## src/rtl/spi_ram_pkg.sv

```systemverilog
// Shared types for the SPI burst RAM.
//   opcode_e    : command opcode carried in rx_data[DATA_W+1:DATA_W]
//   out_state_e : state of the single-entry read output register
package spi_ram_pkg;

  typedef enum logic [1:0] {
    SET_WADDR = 2'b00,
    WRITE     = 2'b01,
    SET_RADDR = 2'b10,
    READ      = 2'b11
  } opcode_e;

  typedef enum logic {
    EMPTY = 1'b0,
    FULL  = 1'b1
  } out_state_e;

endpackage

```

## src/rtl/spi_ram_addr_ctr.sv

```systemverilog
// Address register with range-checked load and wrapping post-increment.
// Used once for the write pointer and once for the read pointer.
// Ports:
//   clk, rst_n : clock, asynchronous active-low reset
//   load       : load load_val if it is below MEM_DEPTH
//   load_val   : candidate address
//   inc        : advance by one (only when AUTO_INC=1), MEM_DEPTH-1 wraps to 0
//   addr       : current address
//   range_err  : one-cycle pulse after a rejected load
module spi_ram_addr_ctr #(
  parameter int ADDR_W    = 8,
  parameter int MEM_DEPTH = 256,
  parameter int AUTO_INC  = 1
) (
  input  logic              clk,
  input  logic              rst_n,
  input  logic              load,
  input  logic [ADDR_W-1:0] load_val,
  input  logic              inc,
  output logic [ADDR_W-1:0] addr,
  output logic              range_err
);

  localparam logic [ADDR_W-1:0] LAST = ADDR_W'(MEM_DEPTH - 1);

  logic in_range;

  // Compare at 32 bits: MEM_DEPTH may equal 2**ADDR_W, which ADDR_W bits cannot hold.
  assign in_range = (32'(load_val) < 32'(MEM_DEPTH));

  always_ff @(posedge clk or negedge rst_n) begin
    if (!rst_n) begin
      addr      <= '0;
      range_err <= 1'b0;
    end else begin
      range_err <= load && !in_range;
      if (load && in_range) begin
        addr <= load_val;
      end else if (inc && (AUTO_INC == 1)) begin
        addr <= (addr == LAST) ? '0 : addr + 1'b1;
      end
    end
  end

endmodule

```

## src/rtl/spi_burst_ram.sv

```systemverilog
// Command-driven RAM behind an SPI-style byte stream.
// Each rx_valid cycle carries one command: opcode in rx_data[DATA_W+1:DATA_W],
// payload in rx_data[DATA_W-1:0]. Writes go straight to memory; reads land in
// a single-entry output register drained by a valid/ready handshake.
// Ports:
//   clk, rst_n          : clock, asynchronous active-low reset
//   rx_data, rx_valid   : command input (no backpressure)
//   tx_data, tx_valid   : read data output register
//   tx_ready            : consumer accepts tx_data
//   addr_err            : pulse after a rejected SET_WADDR/SET_RADDR
//   ovf_err             : pulse after a dropped READ
module spi_burst_ram
  import spi_ram_pkg::*;
#(
  parameter int DATA_W    = 8,
  parameter int ADDR_W    = 8,
  parameter int MEM_DEPTH = 256,
  parameter int AUTO_INC  = 1
) (
  input  logic              clk,
  input  logic              rst_n,
  input  logic [DATA_W+1:0] rx_data,
  input  logic              rx_valid,
  output logic [DATA_W-1:0] tx_data,
  output logic              tx_valid,
  input  logic              tx_ready,
  output logic              addr_err,
  output logic              ovf_err
);

  opcode_e           opcode;
  logic [DATA_W-1:0] payload;
  logic              do_set_w, do_write, do_set_r, do_read;
  logic              handshake, read_accept, read_drop;
  logic [ADDR_W-1:0] addr_wr, addr_rd;
  logic              werr, rerr;
  out_state_e        state_q, state_d;
  logic [DATA_W-1:0] mem [MEM_DEPTH];

  assign opcode  = opcode_e'(rx_data[DATA_W+1:DATA_W]);
  assign payload = rx_data[DATA_W-1:0];

  assign do_set_w = rx_valid && (opcode == SET_WADDR);
  assign do_write = rx_valid && (opcode == WRITE);
  assign do_set_r = rx_valid && (opcode == SET_RADDR);
  assign do_read  = rx_valid && (opcode == READ);

  // Handshake: a word transfers in any cycle where tx_valid && tx_ready; tx_data
  // and tx_valid are held stable otherwise. A READ may refill the register in the
  // same cycle its previous word is taken.
  assign handshake   = tx_valid && tx_ready;
  assign read_accept = do_read && ((state_q == EMPTY) || handshake);
  assign read_drop   = do_read && !read_accept;

  spi_ram_addr_ctr #(
    .ADDR_W   (ADDR_W),
    .MEM_DEPTH(MEM_DEPTH),
    .AUTO_INC (AUTO_INC)
  ) u_wr_ctr (
    .clk      (clk),
    .rst_n    (rst_n),
    .load     (do_set_w),
    .load_val (payload[ADDR_W-1:0]),
    .inc      (do_write),
    .addr     (addr_wr),
    .range_err(werr)
  );

  spi_ram_addr_ctr #(
    .ADDR_W   (ADDR_W),
    .MEM_DEPTH(MEM_DEPTH),
    .AUTO_INC (AUTO_INC)
  ) u_rd_ctr (
    .clk      (clk),
    .rst_n    (rst_n),
    .load     (do_set_r),
    .load_val (payload[ADDR_W-1:0]),
    .inc      (read_accept),
    .addr     (addr_rd),
    .range_err(rerr)
  );

  // Both counters emit registered pulses; only one command per cycle, so at most one fires.
  assign addr_err = werr | rerr;

  // Memory words are flops so reset can clear them all.
  always_ff @(posedge clk or negedge rst_n) begin
    if (!rst_n) begin
      for (int i = 0; i < MEM_DEPTH; i++) mem[i] <= '0;
    end else if (do_write) begin
      mem[addr_wr] <= payload;
    end
  end

  always_ff @(posedge clk or negedge rst_n) begin
    if (!rst_n) begin
      state_q <= EMPTY;
      tx_data <= '0;
      ovf_err <= 1'b0;
    end else begin
      state_q <= state_d;
      ovf_err <= read_drop;
      if (read_accept) tx_data <= mem[addr_rd];
    end
  end

  always_comb begin
    state_d = state_q;
    case (state_q)
      EMPTY: if (read_accept) state_d = FULL;
      FULL:  if (handshake && !read_accept) state_d = EMPTY;
      default: state_d = EMPTY;
    endcase
  end

  assign tx_valid = (state_q == FULL);

endmodule
```

## config.mk

```make
export PLATFORM = sky130hd
export DESIGN_NAME = spi_burst_ram
export DESIGN_NICKNAME = d
export VERILOG_FILES = /design/src/rtl/spi_ram_pkg.sv /design/src/rtl/spi_ram_addr_ctr.sv /design/src/rtl/spi_burst_ram.sv
export SDC_FILE = /design/constraint.sdc
export NUM_CORES = 2
export LEC_CHECK = 0
export CORE_MARGIN = 4
export CORE_UTILIZATION = 47
export CTS_BUF_LIST = sky130_fd_sc_hd__clkbuf_2
export CTS_CLUSTER_SIZE = 10
export DETAILED_ROUTE_END_ITERATION = 7
export SETUP_SLACK_MARGIN = 0.1
export SLEW_MARGIN = 20
export SYNTH_ARGS = -nofsm -noshare
export SYNTH_HDL_FRONTEND = slang
export SYNTH_SLANG_ARGS = --single-unit
```

## constraint.sdc

```tcl
create_clock -name clk -period 2.96 [get_ports clk]
set_clock_uncertainty 0.05 [all_clocks]
set_input_delay 0.444 -clock clk [delete_from_list [all_inputs] [get_ports clk]]
set_output_delay 0.444 -clock clk [all_outputs]
set_load 0.01 [all_outputs]
```

==> results.md <==
### Synth
- flip-flop and latch count after synthesis: 2074
- share of flip-flops with an asynchronous set or reset after synthesis: 1.00
- Post-Synth XOR/XNOR Area: 0
- Yosys Warn Count: 0
- adder and majority gate portion of the synthesized area: 0.000658
- fraction of the mapped netlist area in simple logic gates: 0.0299
- fraction of synthesized area in multiplexers: 0.373
- post-synthesis instance area: 0.0951 mm2
- area fraction in compound gates after synthesis: 0.0252
- number of synthesized flops with an enable pin: 0
- part of the Yosys area used for sequential elements: 0.545
- number of nets produced by synthesis: 6267
- dominant combinational cell family by area after synthesis: multiplexers
- number of distinct library cell variants in the gate-level netlist after synthesis: 65
- Mapped Avg Cell Area: 15.2 um2
- Main synth FF type: sky130_fd_sc_hd__dfrtp_1
- gate count of the mapped netlist: 6248

### Power
- logic gate share of total power: 0.213
- Sw Ratio: 0.315
- Internal Dissipation: 43.9 mW
- switching pwr: 20.2 mW
- clock share of power: 0.315
- relative contribution of sequential cells to total power: 0.472
- PnR Total Power: 64.2 mW
- power density over cell area: 572 mW/mm2
- leak pwr: 55.3 nW
- worst ir drop on vdd: 443 uV

### Setup path
- origin of the critical flop-to-flop path: u_rd_ctr.addr[0]
- CP required: 4.71 ns
- arrival time worst endpoint: 4.89 ns
- worst setup path category: reg2reg
- setup slack of the most critical reg-to-reg path: -0.17 ns
- crit-path max FO: 7
- Critical Path Source Type: flop
- critical path startpoint: u_rd_ctr.addr[0]
- capturing element type of the critical path: flop

### Place
- post-placement cell area: 0.105 mm2
- detailed-placement wirelength estimate: 180 mm
- post-placement cell count: 9256
- worst setup slack after placement: -0.653 ns
- count of buffers from port buffering: 23
- weighted congestion at the end of routability-driven global placement: 0.896

### Routing
- number of DRC markers after the initial detailed-route iteration: 3884
- DR vias: 60200
- total wire length after detailed routing: 279 mm
- count of unresolved DRC violations after routing: 0
- top layer used by detailed routing: met4
- vias per inst: 5.81
- routed length on met2: 135 mm
- antenna violation net count after detailed routing: 0
- number of iterations in the first detailed-routing pass: 5
- DR WL met3: 13.4 mm
- M1 WL: 121 mm
- final routed wire length divided by cell count: 26.9 um

### Timing
- worst relative slew slack: 0.164
- setup-violating endpoint count in the final report: 16
- final critical path time including I/O delays and setup: 3.13 ns
- number of max-slew violations in the final report: 0
- smallest setup slack after layout: -0.175 ns
- slew at the pin closest to its max-slew limit: 1.25 ns
- hold violation count in the final report: 0
- unrepaired setup endpoints after global routing: yes
- final setup TNS: -1.27 ns
- Final Cycle Share: 1.06
- worst hold-check slack: 0.261 ns
- top achievable clock speed: 319 MHz

### Clock tree
- Root Driver: sky130_fd_sc_hd__clkbuf_2
- latest clock arrival within the worst-skew pair: 1.86 ns
- H-tree depth: 6
- CTS clk-pin slew, worst paths: 0.10 ns
- buffer depth of the longest clock path: 4
- TritonCTS clock tree: done
- Sink Count: 2074
- cts bufs inserted: 569

### Job
- max-capacitance violation count: 0

### Die
- number of core rows: 164
- vertical die dimension: 458 um
- number of I/O pins: 25
- width of the die: 458 um
- core area: 0.200 mm2
- initial core utilization: 0.475
- die area: 0.210 mm2

### Cells and area
- Post-Layout Cell Count: 10400
- Total Nets Final: 7340
- signed area change from the synthesized netlist to the final layout: 18.0%
- fraction of final layout cells with drive strength greater than 1: 0.584
- core occupancy in the finished layout: 0.560
- final standard cell area without fillers: 0.112 mm2

### Hold path
- Min-Delay Startpoint: rx_data[0]
- path type of the worst min-delay path: in2reg

### Global route
- initial antenna violation count: 9
- via count of the first global-routing pass: 63700
- global route total overflow: 0
- largest net degree at the start of global routing: 139
- first-pass GRT wire length: 419 mm
- aggregate global-route resource usage: 0.265

### Outcome
- outcome: finished with violations
- failing checks: setup timing

## synth_stat cells, types with 14 or more instances
master	n	area, um2
sky130_fd_sc_hd__a211oi_1	41	308
sky130_fd_sc_hd__a21oi_1	34	170
sky130_fd_sc_hd__a221oi_1	14	123
sky130_fd_sc_hd__a22oi_1	18	135
sky130_fd_sc_hd__buf_1	20	75.1
sky130_fd_sc_hd__buf_2	77	385
sky130_fd_sc_hd__buf_4	25	188
sky130_fd_sc_hd__buf_6	41	462
sky130_fd_sc_hd__clkbuf_1	296	1110
sky130_fd_sc_hd__dfrtp_1	2074	51900
sky130_fd_sc_hd__mux2_2	2052	23100
sky130_fd_sc_hd__mux2i_1	263	2630
sky130_fd_sc_hd__mux4_2	431	9710
sky130_fd_sc_hd__nand2_1	150	563
sky130_fd_sc_hd__nand3_1	60	300
sky130_fd_sc_hd__nor2_1	150	563
sky130_fd_sc_hd__nor2_2	101	632
sky130_fd_sc_hd__nor3_1	34	170
sky130_fd_sc_hd__nor4_1	19	119
sky130_fd_sc_hd__o21ai_0	58	290
sky130_fd_sc_hd__o221ai_1	37	324
sky130_fd_sc_hd__o22ai_1	90	563
## placed cells by master, fill, tap and decap left out, types with 82 or more instances in the layout
cell type	synthesis	final
sky130_fd_sc_hd__o22ai_1	90	83
sky130_fd_sc_hd__mux4_2	431	431
sky130_fd_sc_hd__clkbuf_2	0	835
sky130_fd_sc_hd__nor2_2	101	107
sky130_fd_sc_hd__clkinv_1	1	82
sky130_fd_sc_hd__buf_12	6	175
sky130_fd_sc_hd__nor2_1	150	140
sky130_fd_sc_hd__mux2i_1	263	260
sky130_fd_sc_hd__dfrtp_1	2074	2062
sky130_fd_sc_hd__mux2_2	2052	2052
sky130_fd_sc_hd__nand2_1	150	148
sky130_fd_sc_hd__buf_4	25	664
## registers in the layout, indices dropped and copies added, names as in the netlist
| name | cells |
|---|---|
| tx_data | 8 |
| u_rd_ctr.addr | 8 |
| tx_valid | 1 |
| ovf_err | 1 |
| mem | 2048 |
| u_wr_ctr.addr | 8 |
## final cells by class
class	instances	area, um2
Sequential cell	2074	51900
Timing Repair Buffer	974	10600
Clock inverter	112	687
Inverter	12	55.1
Clock buffer	835	4180
Multi-Input combinational cell	3690	41400
Antenna cell	10	25.0
Fill cell	16500	88200
Tap cell	2656	3320
## power by group through the flow
stage          combinational [mW]  sequential (mW)  clock, mW
2_1_floorplan                6.81             30.4          0
3_3_place_gp                 11.8             30.7          0
3_5_place_dp                 11.9             30.8          0
4_1_cts                      13.0             30.3       21.0
5_1_grt                      14.3             30.4       22.5
6_report                     13.7             30.3       20.2
## metal layers
layer / global-route usage / vias up
met4: 0.0958 / 0
met5: 0 / -
met3: 0.0465 / 467
met2: 0.428 / 1561
met1: 0.363 / 32400
li1: - / 25800
## worst paths after layout
kind | cells after the start | end
max in group asynchronous | 7 | mem[80]
min reg2reg | 1 | mem[97]
max | 11 | tx_data[3]
min in group asynchronous | 5 | mem[1851]
min | 5 | mem[1344]
max reg2reg | 11 | tx_data[3]
## worst max-delay path, stage by stage (launching register included)
cell and delay, ns:
sky130_fd_sc_hd__dfrtp_4 0.52, sky130_fd_sc_hd__buf_12 0.17, sky130_fd_sc_hd__buf_12 0.15, sky130_fd_sc_hd__buf_12 0.15, sky130_fd_sc_hd__buf_16 0.15, sky130_fd_sc_hd__buf_6 0.15, sky130_fd_sc_hd__mux4_2 0.32, sky130_fd_sc_hd__nand2_1 0.09
sky130_fd_sc_hd__a311oi_2 0.33, sky130_fd_sc_hd__nand3_2 0.21, sky130_fd_sc_hd__nor4_4 0.49, sky130_fd_sc_hd__a211o_1 0.17
## repair_timing
action	in CTS	in global routing
pin swaps	20	43
hold buffers	46	0
resized for setup	157	99
setup endpoints to repair	18	30
cloned	10	7
hold endpoints to repair	4148	0
setup buffers	40	52
## cells by family (layout without fill, tap and decap cells)
family          after synthesis  after routing
other cells                   1             11
mux                        2746           2746
buf+inv                     484           1933
fa+ha+maj                     5              5
flops                      2074           2074
compound gates              350            350
simple gates                588            588
(Power assumes the default switching activity.)
